## config.mk

```make
export PLATFORM = sky130hd
export DESIGN_NAME = kbd_move_entry
export DESIGN_NICKNAME = d
export VERILOG_FILES = /design/src/rtl/kbd_move_entry.sv
export SDC_FILE = /design/constraint.sdc
export NUM_CORES = 1
export LEC_CHECK = 0
export CAP_MARGIN = 20
export CELL_PAD_IN_SITES_DETAIL_PLACEMENT = 1
export CELL_PAD_IN_SITES_GLOBAL_PLACEMENT = 2
export CORE_MARGIN = 2
export CORE_UTILIZATION = 36
export DETAILED_ROUTE_END_ITERATION = 8
export PLACE_DENSITY_LB_ADDON = 0.1
export SETUP_SLACK_MARGIN = 0.15
export SYNTH_ARGS = -nofsm -noshare
export SYNTH_HDL_FRONTEND = slang
export SYNTH_SLANG_ARGS = --single-unit
```

## constraint.sdc

```tcl
create_clock -name clk50 -period 6.7 [get_ports clk50]
set_input_delay 1.675 -clock clk50 [delete_from_list [all_inputs] [get_ports clk50]]
set_output_delay 1.675 -clock clk50 [all_outputs]
set_load 0.005 [all_outputs]
```

## src/rtl/kbd_move_entry.sv

```systemverilog
// Chess move entry from PS/2 keystroke frames: assembles <file><rank><file><rank><Enter>
// into from/to squares and hands them to the engine with a valid/ack handshake.
module kbd_move_entry #(
    parameter int         SYNC_STAGES = 2,
    parameter logic [7:0] KEY_ENTER   = 8'h5A,
    parameter logic [7:0] KEY_BKSP    = 8'h66,
    parameter logic [7:0] KEY_ESC     = 8'h76
) (
    input  logic       clk50,
    input  logic       reset_n,
    input  logic       scan_ready,
    input  logic [7:0] scan_code1,
    input  logic [7:0] scan_code2,
    input  logic [7:0] scan_code3,
    input  logic       move_ack,
    output logic [5:0] from_sq,
    output logic [5:0] to_sq,
    output logic       move_valid,
    output logic [2:0] entry_state,
    output logic       key_err
);

    typedef enum logic [2:0] {
        S_FROM_FILE = 3'd0,
        S_FROM_RANK = 3'd1,
        S_TO_FILE   = 3'd2,
        S_TO_RANK   = 3'd3,
        S_CONFIRM   = 3'd4,
        S_HOLD      = 3'd5
    } state_t;

    // {hit, index}
    function automatic logic [3:0] decode_file(input logic [7:0] c);
        case (c)
            8'h1C: decode_file = 4'b1_000;
            8'h32: decode_file = 4'b1_001;
            8'h21: decode_file = 4'b1_010;
            8'h23: decode_file = 4'b1_011;
            8'h24: decode_file = 4'b1_100;
            8'h2B: decode_file = 4'b1_101;
            8'h34: decode_file = 4'b1_110;
            8'h33: decode_file = 4'b1_111;
            default: decode_file = 4'b0_000;
        endcase
    endfunction

    function automatic logic [3:0] decode_rank(input logic [7:0] c);
        case (c)
            8'h16: decode_rank = 4'b1_000;
            8'h1E: decode_rank = 4'b1_001;
            8'h26: decode_rank = 4'b1_010;
            8'h25: decode_rank = 4'b1_011;
            8'h2E: decode_rank = 4'b1_100;
            8'h36: decode_rank = 4'b1_101;
            8'h3D: decode_rank = 4'b1_110;
            8'h3E: decode_rank = 4'b1_111;
            default: decode_rank = 4'b0_000;
        endcase
    endfunction

    function automatic logic frame_ok(input logic [7:0] c1, input logic [7:0] c2,
                                      input logic [7:0] c3);
        frame_ok = (c2 == 8'hF0) && (c1 == c3);
    endfunction

    // Stage p0: synchronise scan_ready; the event is its rising edge inside the chain
    logic [SYNC_STAGES-1:0] sync_p0;
    logic                   rise_p0;
    assign rise_p0 = sync_p0[SYNC_STAGES-2] & ~sync_p0[SYNC_STAGES-1];

    // Stage p1: frame captured on the synchronised edge
    logic       vld_p1;
    logic [7:0] code1_p1, code2_p1, code3_p1;

    always_ff @(posedge clk50 or negedge reset_n) begin
        if (!reset_n) begin
            sync_p0 <= '0;
            vld_p1  <= 1'b0;
        end else begin
            sync_p0 <= {sync_p0[SYNC_STAGES-2:0], scan_ready};
            vld_p1  <= rise_p0;
        end
    end

    always_ff @(posedge clk50) begin
        if (rise_p0) begin
            code1_p1 <= scan_code1;
            code2_p1 <= scan_code2;
            code3_p1 <= scan_code3;
        end
    end

    // Stage p2: entry FSM and registered outputs
    state_t     state_p2, nxt_state;
    logic [5:0] nxt_from, nxt_to;
    logic       nxt_valid, nxt_err;
    logic [3:0] file_dec, rank_dec;

    assign file_dec = decode_file(code1_p1);
    assign rank_dec = decode_rank(code1_p1);

    always_comb begin
        nxt_state = state_p2;
        nxt_from  = from_sq;
        nxt_to    = to_sq;
        nxt_valid = move_valid;
        nxt_err   = 1'b0;
        if (state_p2 == S_HOLD) begin
            // Keys are dropped in HOLD; ack alone decides the exit
            if (move_ack) begin
                nxt_valid = 1'b0;
                nxt_from  = '0;
                nxt_to    = '0;
                nxt_state = S_FROM_FILE;
            end
        end else if (vld_p1) begin
            if (!frame_ok(code1_p1, code2_p1, code3_p1)) begin
                nxt_err = 1'b1;
            end else if (code1_p1 == KEY_ESC) begin
                nxt_from  = '0;
                nxt_to    = '0;
                nxt_state = S_FROM_FILE;
            end else if (code1_p1 == KEY_BKSP) begin
                case (state_p2)
                    S_FROM_RANK: begin nxt_from[2:0] = '0; nxt_state = S_FROM_FILE; end
                    S_TO_FILE:   begin nxt_from[5:3] = '0; nxt_state = S_FROM_RANK; end
                    S_TO_RANK:   begin nxt_to[2:0]   = '0; nxt_state = S_TO_FILE;   end
                    S_CONFIRM:   begin nxt_to[5:3]   = '0; nxt_state = S_TO_RANK;   end
                    default: ;
                endcase
            end else if (code1_p1 == KEY_ENTER) begin
                if (state_p2 == S_CONFIRM && from_sq != to_sq) begin
                    nxt_valid = 1'b1;
                    nxt_state = S_HOLD;
                end else if (state_p2 == S_CONFIRM) begin
                    nxt_err   = 1'b1;
                    nxt_to    = '0;
                    nxt_state = S_TO_FILE;
                end else begin
                    nxt_err = 1'b1;
                end
            end else if (file_dec[3] && state_p2 == S_FROM_FILE) begin
                nxt_from[2:0] = file_dec[2:0];
                nxt_state     = S_FROM_RANK;
            end else if (rank_dec[3] && state_p2 == S_FROM_RANK) begin
                nxt_from[5:3] = rank_dec[2:0];
                nxt_state     = S_TO_FILE;
            end else if (file_dec[3] && state_p2 == S_TO_FILE) begin
                nxt_to[2:0] = file_dec[2:0];
                nxt_state   = S_TO_RANK;
            end else if (rank_dec[3] && state_p2 == S_TO_RANK) begin
                nxt_to[5:3] = rank_dec[2:0];
                nxt_state   = S_CONFIRM;
            end else begin
                nxt_err = 1'b1;
            end
        end
    end

    always_ff @(posedge clk50 or negedge reset_n) begin
        if (!reset_n) begin
            state_p2   <= S_FROM_FILE;
            from_sq    <= '0;
            to_sq      <= '0;
            move_valid <= 1'b0;
            key_err    <= 1'b0;
        end else begin
            state_p2   <= nxt_state;
            from_sq    <= nxt_from;
            to_sq      <= nxt_to;
            move_valid <= nxt_valid;
            key_err    <= nxt_err;
        end
    end

    assign entry_state = state_p2;

endmodule

```

### After elaboration in Yosys (flattened, before gate mapping)

Cells that the tools add are included.

| storage, ports and cells | value |
|---|---|
| register bits after elaboration | 44 |
| latch bits | 0 |
| RAM bits | 0 |
| bits in read-only memories | 0 |
| input port bits | 28 |
| output and inout bits | 17 |
| logic and storage cells | 142 |
| memories | 0 |

| operators by class | value |
|---|---|
| add/sub/neg operators | 0 |
| $mul | 0 |
| div/mod/pow operators | 0 |
| $lt $le $gt $ge | 0 |
| eq/ne operators | 44 |
| shift operators | 0 |
| multiplexer cells | 62 |
| bitwise operators | 2 |
| reductions and logical operators | 22 |

Operators with widths:

| cell | number |
|---|---|
| $eq A8 B6 Y1 const B | 13 |
| $mux W6 | 17 |
| $mux W3 | 23 |
| $pmux W4 S8 | 2 |
| $eq A8 B5 Y1 const B | 3 |
| $eq A8 B7 Y1 const B | 3 |
| $ne A4 B3 Y1 const B | 5 |
| $ne A5 B5 Y1 const B | 4 |
| $mux W1 | 19 |
| $reduce_and A7 Y1 | 2 |
| $pmux W3 S4 | 1 |
| $reduce_and A6 Y1 | 2 |
| $reduce_and A10 Y1 | 1 |
| $reduce_bool A5 Y1 | 2 |
| $reduce_and A9 Y1 | 1 |
| $eq A8 B8 Y1 | 1 |
| $eq A8 B8 Y1 const B | 1 |
| $ne A4 B4 Y1 const B | 2 |
| $reduce_bool A2 Y1 | 4 |
| $reduce_bool A4 Y1 | 2 |
| $reduce_bool A8 Y1 | 1 |
| $ne A7 B3 Y1 const B | 1 |
| $eq A3 B2 Y1 const B | 2 |
| $eq A3 B3 Y1 const B | 2 |
| 9 further kinds | 16 |

### Depth between registers and ports, before layout

| logic depth | value |
|---|---|
| depth after elaboration | 13 |
| mapped depth | 8 |
| gate-level depth less buffers | 6 |

### Worst setup path after synthesis

OpenSTA, ideal clock, no wires.

| path | value |
|---|---|
| path kind | input to register |
| from | input port move_ack |
| to | register from_sq[0] |
| data arrival time | 2.509 ns |
| required time | 6.575 ns |
| path slack | 4.066 ns |
| cell stages on the path | 3 |
| buffers on the path | 0 |
| cells stage by stage | a21oi_1 > o21bai_1 > mux2_2 |

| between the ends | value |
|---|---|
| word-level cells in the longest chain between the ends | 2 |

Ends and longest elaborated chain:

| what | line | RTL |
|---|---|---|
| start: declaration | 15 | `input logic move_ack,` |
| $ne A2 B2 Y1 (no source line) | - |  |
| $reduce_and A6 Y1 (no source line) | - |  |
| end signal: assignment | 169 | `from_sq <= nxt_from;` |
| end: declaration | 16 | `output logic [5:0] from_sq,` |

No other way between the ends.
A chain may end at the register's enable or synchronous reset.

### Worst setup path after layout

| path | value |
|---|---|
| from | register state_p2[0] (netlist: entry_state[0]) |
| to | output port entry_state[0] |

RTL lines:

| what | line | RTL |
|---|---|---|
| start: declaration | 94 | `state_t state_p2, nxt_state;` |
| start signal: assignment | 168 | `state_p2 <= nxt_state;` |
| end: declaration | 19 | `output logic [2:0] entry_state,` |

No word-level cell between the ends.

==> metrics.md <==
| Metric | Value |
|---|---|
| Synthesized flop and latch total | `44` |
| Prevailing post-synth register cell | `edfxtp_1` |
| Crit-path max FO | `16` |
| Layout area overhead | `25.6%` |
| Critical Path AT | `1.55 ns` |
| Antenna Nets Post-Route | `0` |
| Startpoint types | `flip-flop` |
| Drt first pass iters | `4` |
| Clock Tree Buf Depth | `2` |
| Initial antenna violation count | `0` |
| Syn Nets | `~240` |
| Register area share after synthesis | `between 50 and 60%` |
| CP Buf/Inv Count | `1` |
| Final WL | `roughly 6 mm` |
| Synth Warn # | `0` |
| Setup tns final | `0 ns` |
| Vias in the first global route | `~1800` |
| CP endpoint kind | `output port` |
| Initial drt markers | `46` |
| Slew HR | `37.7%` |
| Filler cell count | `between 700 and 800` |
| Total global-route track usage | `17.6%` |
| Synth area leaders | `edfxtp_1 (30%), dfrtp_1 (21%), xnor2_1 (5.2%)` |
| Cell area after synthesis | `2370 um2` |
| Largest net degree at the start of global routing | `26` |
| Post-synth cell types | `53` |
| Final setup violation count | `0` |
| Reg-to-reg setup timing slack | `roughly 3.8 ns` |
| HP Class | `flip-flop to flip-flop` |
| Ports | `45` |
| Worst Path Required | `5.03 ns` |
| N_diodes | `0` |
| Die height | `roughly 85 um` |
| Critical path origin | `entry_state[0]$_DFFE_PN0P_` |
| Port bufs | `44` |
| Worst Tran Pin Value | `0.932 ns` |
| Asr flop ratio synth | `a little under half` |
| Total core area | `about 6300 um2` |
| Htree depth | `2` |
| Final Skew | `around 0.011 ns` |
| Tcrit/Tclk final | `~48%` |
| Final #Nets | `285` |
| Hold Violations, Final | `0` |
| Crit-path cells | `clkdlybuf4s50_1` |
| Post-synth EDFFs | `24` |
| Detail Placement HPWL | `between 4 and 5 mm` |
| First-pass GRT wire length | `about 9.7 mm` |
| Clk_lat worst skew | `0.30 ns` |
| Hold Path Origin | `sync_p0[0]$_DFF_PN0_` |
| Max IR drop VDD | `between 0.1 and 0.15 mV` |
| RSZ-0062 raised after global routing | `no` |
| Crit Reg-Reg Startpoint | `code1_p1[4]$_DFFE_PP_` |
| CTS buffer count | `5` |
| Critical path's top delay family | `flip-flops` |
| Cell Rows | `29` |
| TritonCTS clock tree | `yes` |
| Overflow after GRT | `0` |
| Die Span X | `~85 um` |
| Hold buffers post-CTS | `0` |
| Num Clock Sinks | `between 40 and 50` |
| DR vias/cell | `5.48` |
| DR WL/cell | `17.9 um` |
| Initial Util | `between 30% and 40%` |
| Critical Path Max Stage Delay | `0.65 ns` |
| PwrDens | `about 190 nW/um2` |
| Die area | `between 7000 and 8000 um2` |
| Power, Total | `555 uW` |
| # Post-CTS Setup Buffers | `0` |
| Tmin final | `~3.2 ns` |
| Resize count post-CTS | `0` |
| Share of cells above drive strength 1 | `about a tenth` |
| Root buffer cell | `clkbuf_8` |
| Crit path kind | `flip-flop to output port` |
| Residual DRC | `0` |
| Routability congestion estimate from global placement | `slightly below 0.8` |
| Vias | `about 1800` |
| LEAKAGE | `between 0.001 and 0.0015 uW` |
| Synth Instances | `between 200 and 250` |
| FMAX | `slightly above 0.3 GHz` |
| Status | `completed` |
| Slew Viols, Final | `0` |
| Leading area contributor after synthesis | `edfxtp_1` |
| Clk slew on worst S/H paths | `approximately 0.10 ns` |
| Max-cap violation count | `0` |
| CP max stage cell | `dfrtp_1` |
| Post-synth top area share | `30.5%` |
| Syn avg cell area | `about 11 um2` |
-- layer usage --
| metal | vias up | share of wire, % | GRT usage [%] |
|---|---|---|---|
| li1 | 882 | - | - |
| met1 | 907 | 47 | 24.0 |
| met2 | 40 | 48 | 28.3 |
| met3 | 6 | 3.1 | 3.60 |
| met4 | 0 | 1.2 | 5.48 |
| met5 | - | 0 | 0 |
-- cells in the mapped netlist (all sizes together) (3+ instances only) --
| cell type | number |
|---|---|
| edfxtp | 24 |
| dfrtp | 20 |
| nor2 | 16 |
| nand2 | 15 |
| xnor2 | 14 |
| o21ai | 13 |
| a21oi | 12 |
| mux2 | 12 |
| nand4 | 7 |
| inv | 6 |
| nor2b | 6 |
| nor3 | 6 |
| buf | 5 |
| nand2b | 5 |
| clkbuf | 4 |
| a211oi | 3 |
| a21o | 3 |
| a31oi | 3 |
| nand3 | 3 |
| o211ai | 3 |
-- cell usage in the layout (no fill, tap or decap), types with 3 or more instances in the layout --
cell type,instances
a211oi_1,3
a21o_1,3
a21oi_1,12
a31oi_1,3
clkbuf_8,5
clkdlybuf4s50_1,44
dfrtp_1,20
edfxtp_1,24
inv_1,6
mux2_1,3
mux2_2,9
nand2_1,14
nand2b_1,4
nand3_1,3
nand4_1,7
nor2_1,16
nor2b_1,5
nor3_1,6
o211ai_1,3
o21ai_0,12
xnor2_1,14
-- metrics by stage --
step           area [um2]  std cells  utilization, %  hold WS [ns]  worst slack [ns]
2_1_floorplan        2370        214               -         0.347              4.07
3_3_place_gp         2840        326            44.8         0.355              3.47
3_5_place_dp         2840        326            44.8         0.374              3.44
4_1_cts              2960        334            46.6         0.395              3.46
5_1_grt              2970        335            46.8         0.405              3.38
6_report             2970        335            46.8         0.391              3.48
-- flip-flops by register name, indices dropped and copies added, names as in the netlist, 2 cells and up --
register / flops
to_sq: 6
code2_p1: 8
code1_p1: 8
entry_state: 3
from_sq: 6
code3_p1: 8
sync_p0: 2
-- final cells by class --
cell class / count / area [um2] / area share (%)
multi-input cells: 155 / 1060 / 35.7
clock buffers: 5 / 68.8 / 2.31
inverters: 6 / 22.5 / 0.758
well taps: 77 / 96.3 / 3.24
clock inverters: 3 / 46.3 / 1.56
repair buffers: 45 / 455 / 15.3
flip-flops and latches: 44 / 1220 / 41.1
-- power breakdown --
group | switching (uW) | internal (uW)
sequential | 8.38 | 294
clock | 101 | 112
combinational | 16.1 | 22.9
-- cell families (layout without fill, tap and decap cells) --
family                 Yosys count  in the layout  share of synthesized area, %
AND/OR/NAND/NOR                 74             74                          17.8
AO/OA/AOI/OAI                   52             52                          14.9
flip-flops                      44             44                          51.6
XOR/XNOR                        15             15                          5.55
buffers and inverters           15             59                          3.60
multiplexers                    14             14                          6.56
-- worst paths after layout --
check / endpoint / cells after the start
max: entry_state[0] / 1
min: sync_p0[1]$_DFF_PN0_ / 0
max reg2reg: to_sq[5]$_DFFE_PN0P_ / 6
min reg2reg: sync_p0[1]$_DFF_PN0_ / 0
max in group asynchronous: from_sq[1]$_DFFE_PN0P_ / 1
min in group asynchronous: entry_state[0]$_DFFE_PN0P_ / 1
No activity file was read; power rests on OpenSTA's default activity.
==> RTL change, RTL diff (same flow settings) <==
Make the reset (`reset_n`) synchronous in 2 clocked blocks.
--- a/src/rtl/kbd_move_entry.sv
+++ b/src/rtl/kbd_move_entry.sv
@@ -73,5 +73,5 @@
     logic [7:0] code1_p1, code2_p1, code3_p1;
 
-    always_ff @(posedge clk50 or negedge reset_n) begin
+    always_ff @(posedge clk50) begin
         if (!reset_n) begin
             sync_p0 <= '0;
@@ -158,5 +158,5 @@
     end
 
-    always_ff @(posedge clk50 or negedge reset_n) begin
+    always_ff @(posedge clk50) begin
         if (!reset_n) begin
             state_p2   <= S_FROM_FILE;
Check against the original RTL: differs if reset_n is asserted again (counterexample within 4 cycles, from zero or initial values and one cycle with reset_n low); with reset_n held inactive, the same outputs for 4 cycles.
==> RTL change against the original RTL <==
Combinational power about the same. Count of clock-buffer cells in the layout stayed put. Sequential cell count is the same. Wire length increased by 3.0%. Synthesized cell count grew 6.5%. Critical path depth rose by 5. Synthesized area is 1.8% lower. Sequential share of layout area decreased by 2.8 points. Final area down 1.6%. Total power down 2.2%. First-iteration DRC count increased by 65%. Setup slack worse by 0.40 ns. Critical endpoint is now to_sq[4]$_SDFFE_PN0P_.
==> RTL change: results (changes against the original RTL) <==
Status
• status: complete, no violations, unchanged

Power
• worst vdd ir: 91.4 uV, was 116 uV
• Leak: 0.00102 uW, was 0.00110 uW

Timing
• number of hold violations in the final report: 0, unchanged
• Relative slew margins: 54.6%, was 37.7%
• Worst Clk Skew: 0.00829 ns, was 0.0110 ns

GRT
• wire length of the first global-routing pass: 10,300 um, was 9750 um
• Global Route Usage Sum: 18.5%, was 17.6%
• vias in the first global route: 1,956, was 1,848
• maximum number of pins on one net before global-route repair: 26, unchanged
• antenna violations before repair: 0, unchanged

Synth
• cell types occupying the most area after synthesis: edfxtp_1, dfxtp_1, mux2i_1, was edfxtp_1, dfrtp_1, xnor2_1
• dominant cell type by area after synthesis: edfxtp_1, unchanged
• share of synthesized registers carrying an async set or reset: 0%, was 45.5%
• yosys warns: 0, unchanged
• sequential element share of the synthesized area: 48.2%, was 51.6%
• distinct cell type count of the synthesized netlist: 49, was 53
• top cell types by occurrence after synthesis: nand2_1, edfxtp_1, dfxtp_1, was edfxtp_1, dfrtp_1, nor2_1
• number of enable flip-flop cells after synthesis: 24, unchanged
• Mapped Nets: 256, was 242

Clock tree
• cell at the root of the clock tree: clkbuf_8, unchanged
• buffers inserted during post-CTS setup optimization: 0, unchanged
• H-Tree Level Count: 2, unchanged
• cts bufs inserted: 5, unchanged
• Post-CTS Resized: 0, unchanged
• maximum count of clock buffers along a single path: 2, unchanged
• clock insertion delay at the later pin of the skew report: 0.30 ns, about the same
• clock-pin slew reported for the worst setup and hold paths after clock tree synthesis: 0.08 ns, was 0.10 ns

Layout
• count of nets after finishing: 297, was 285
• number of diodes added for antenna fixing: 0, unchanged
• largest registers: code1_p1 x8, code2_p1 x8, code3_p1 x8, unchanged
• Fill cells: 690, was 724
• fraction of final layout cells sized beyond drive strength 1: 6.30%, was 10.1%

Placed design
• routability cong.: 0.820, was 0.778
• total half-perimeter wirelength after legalization and detailed placement: 4610 um, was 4540 um
• port bufs: 44, unchanged

Routing
• total detailed-routing wirelength: 6170 um, was 5980 um
• via-per-instance ratio: 5.53, was 5.48
• first-pass detailed-route iteration total: 4, unchanged
• initial DRC count: 76, was 46

Hold path
• class of the tightest hold or removal check: register to register, unchanged

Critical path
• maximum fanout along the worst path: 18, was 16

## RTL change: where the power goes
group          total [uW]  switching, uW  internal, uW  leakage [uW]
clock                 204           93.2           110     0.0000558
sequential            300           7.90           292      0.000386
combinational        39.1           15.7          23.4      0.000583
total                 543            117           426       0.00102
## RTL change: per-stage QoR
step	setup WS (ns)	hold slack [ns]	cell area, um^2	utilization [%]	cells
global placement	2.84	0.442	2800	44.6	338
global route	2.94	0.490	2930	46.6	347
CTS	3.06	0.477	2910	46.4	346
finish	3.08	0.470	2930	46.6	347
detailed placement	2.76	0.448	2800	44.6	338
floorplan	3.73	0.427	2320	-	228
## RTL change: worst max-delay path: stages
cell and delay [ns]:
clkdlybuf4s50_1 0.85, inv_1 0.24, nor2_1 0.34, nand4_1 0.18, or3_1 0.44, mux2i_1 0.13
## RTL change: final cells by class
cell class / instances / share of cell area, %
clock buffers: 5 / 2.35
inverters: 3 / 0.385
well taps: 77 / 3.29
clock inverters: 3 / 1.45
repair buffers: 45 / 15.4
multi-input cells: 170 / 38.8
flip-flops and latches: 44 / 38.3
## RTL change: kinds of logic (layout without fill, tap and decap cells)
kind of cell | after synthesis | after routing | synth area share, %
xor+xnor | 16 | 16 | 6.03
buf+inv | 14 | 56 | 3.07
compound gates | 40 | 40 | 12.8
mux | 14 | 14 | 6.03
flops | 44 | 44 | 48.2
simple gates | 100 | 100 | 23.9
## RTL change: worst paths after layout
kind                              start                    end  slack, ns  cells after the start
setup reg to reg  code1_p1[5]$_DFFE_PP_  to_sq[2]$_SDFFE_PN0P_       3.96                      6
hold reg to reg   sync_p0[0]$_SDFF_PN0_  sync_p0[1]$_SDFF_PN0_       0.47                      1
hold / removal    sync_p0[0]$_SDFF_PN0_  sync_p0[1]$_SDFF_PN0_       0.47                      1
setup / recovery                reset_n  to_sq[4]$_SDFFE_PN0P_       3.08                      6
## RTL change: layer usage
metal | vias to the layer above | global-route usage, % | part of all wire (%)
met5 | - | 0 | 0
met4 | 0 | 5.19 | 1.2
met3 | 5 | 3.34 | 4.3
met2 | 48 | 31.5 | 50
met1 | 947 | 24.1 | 44
li1 | 920 | - | -
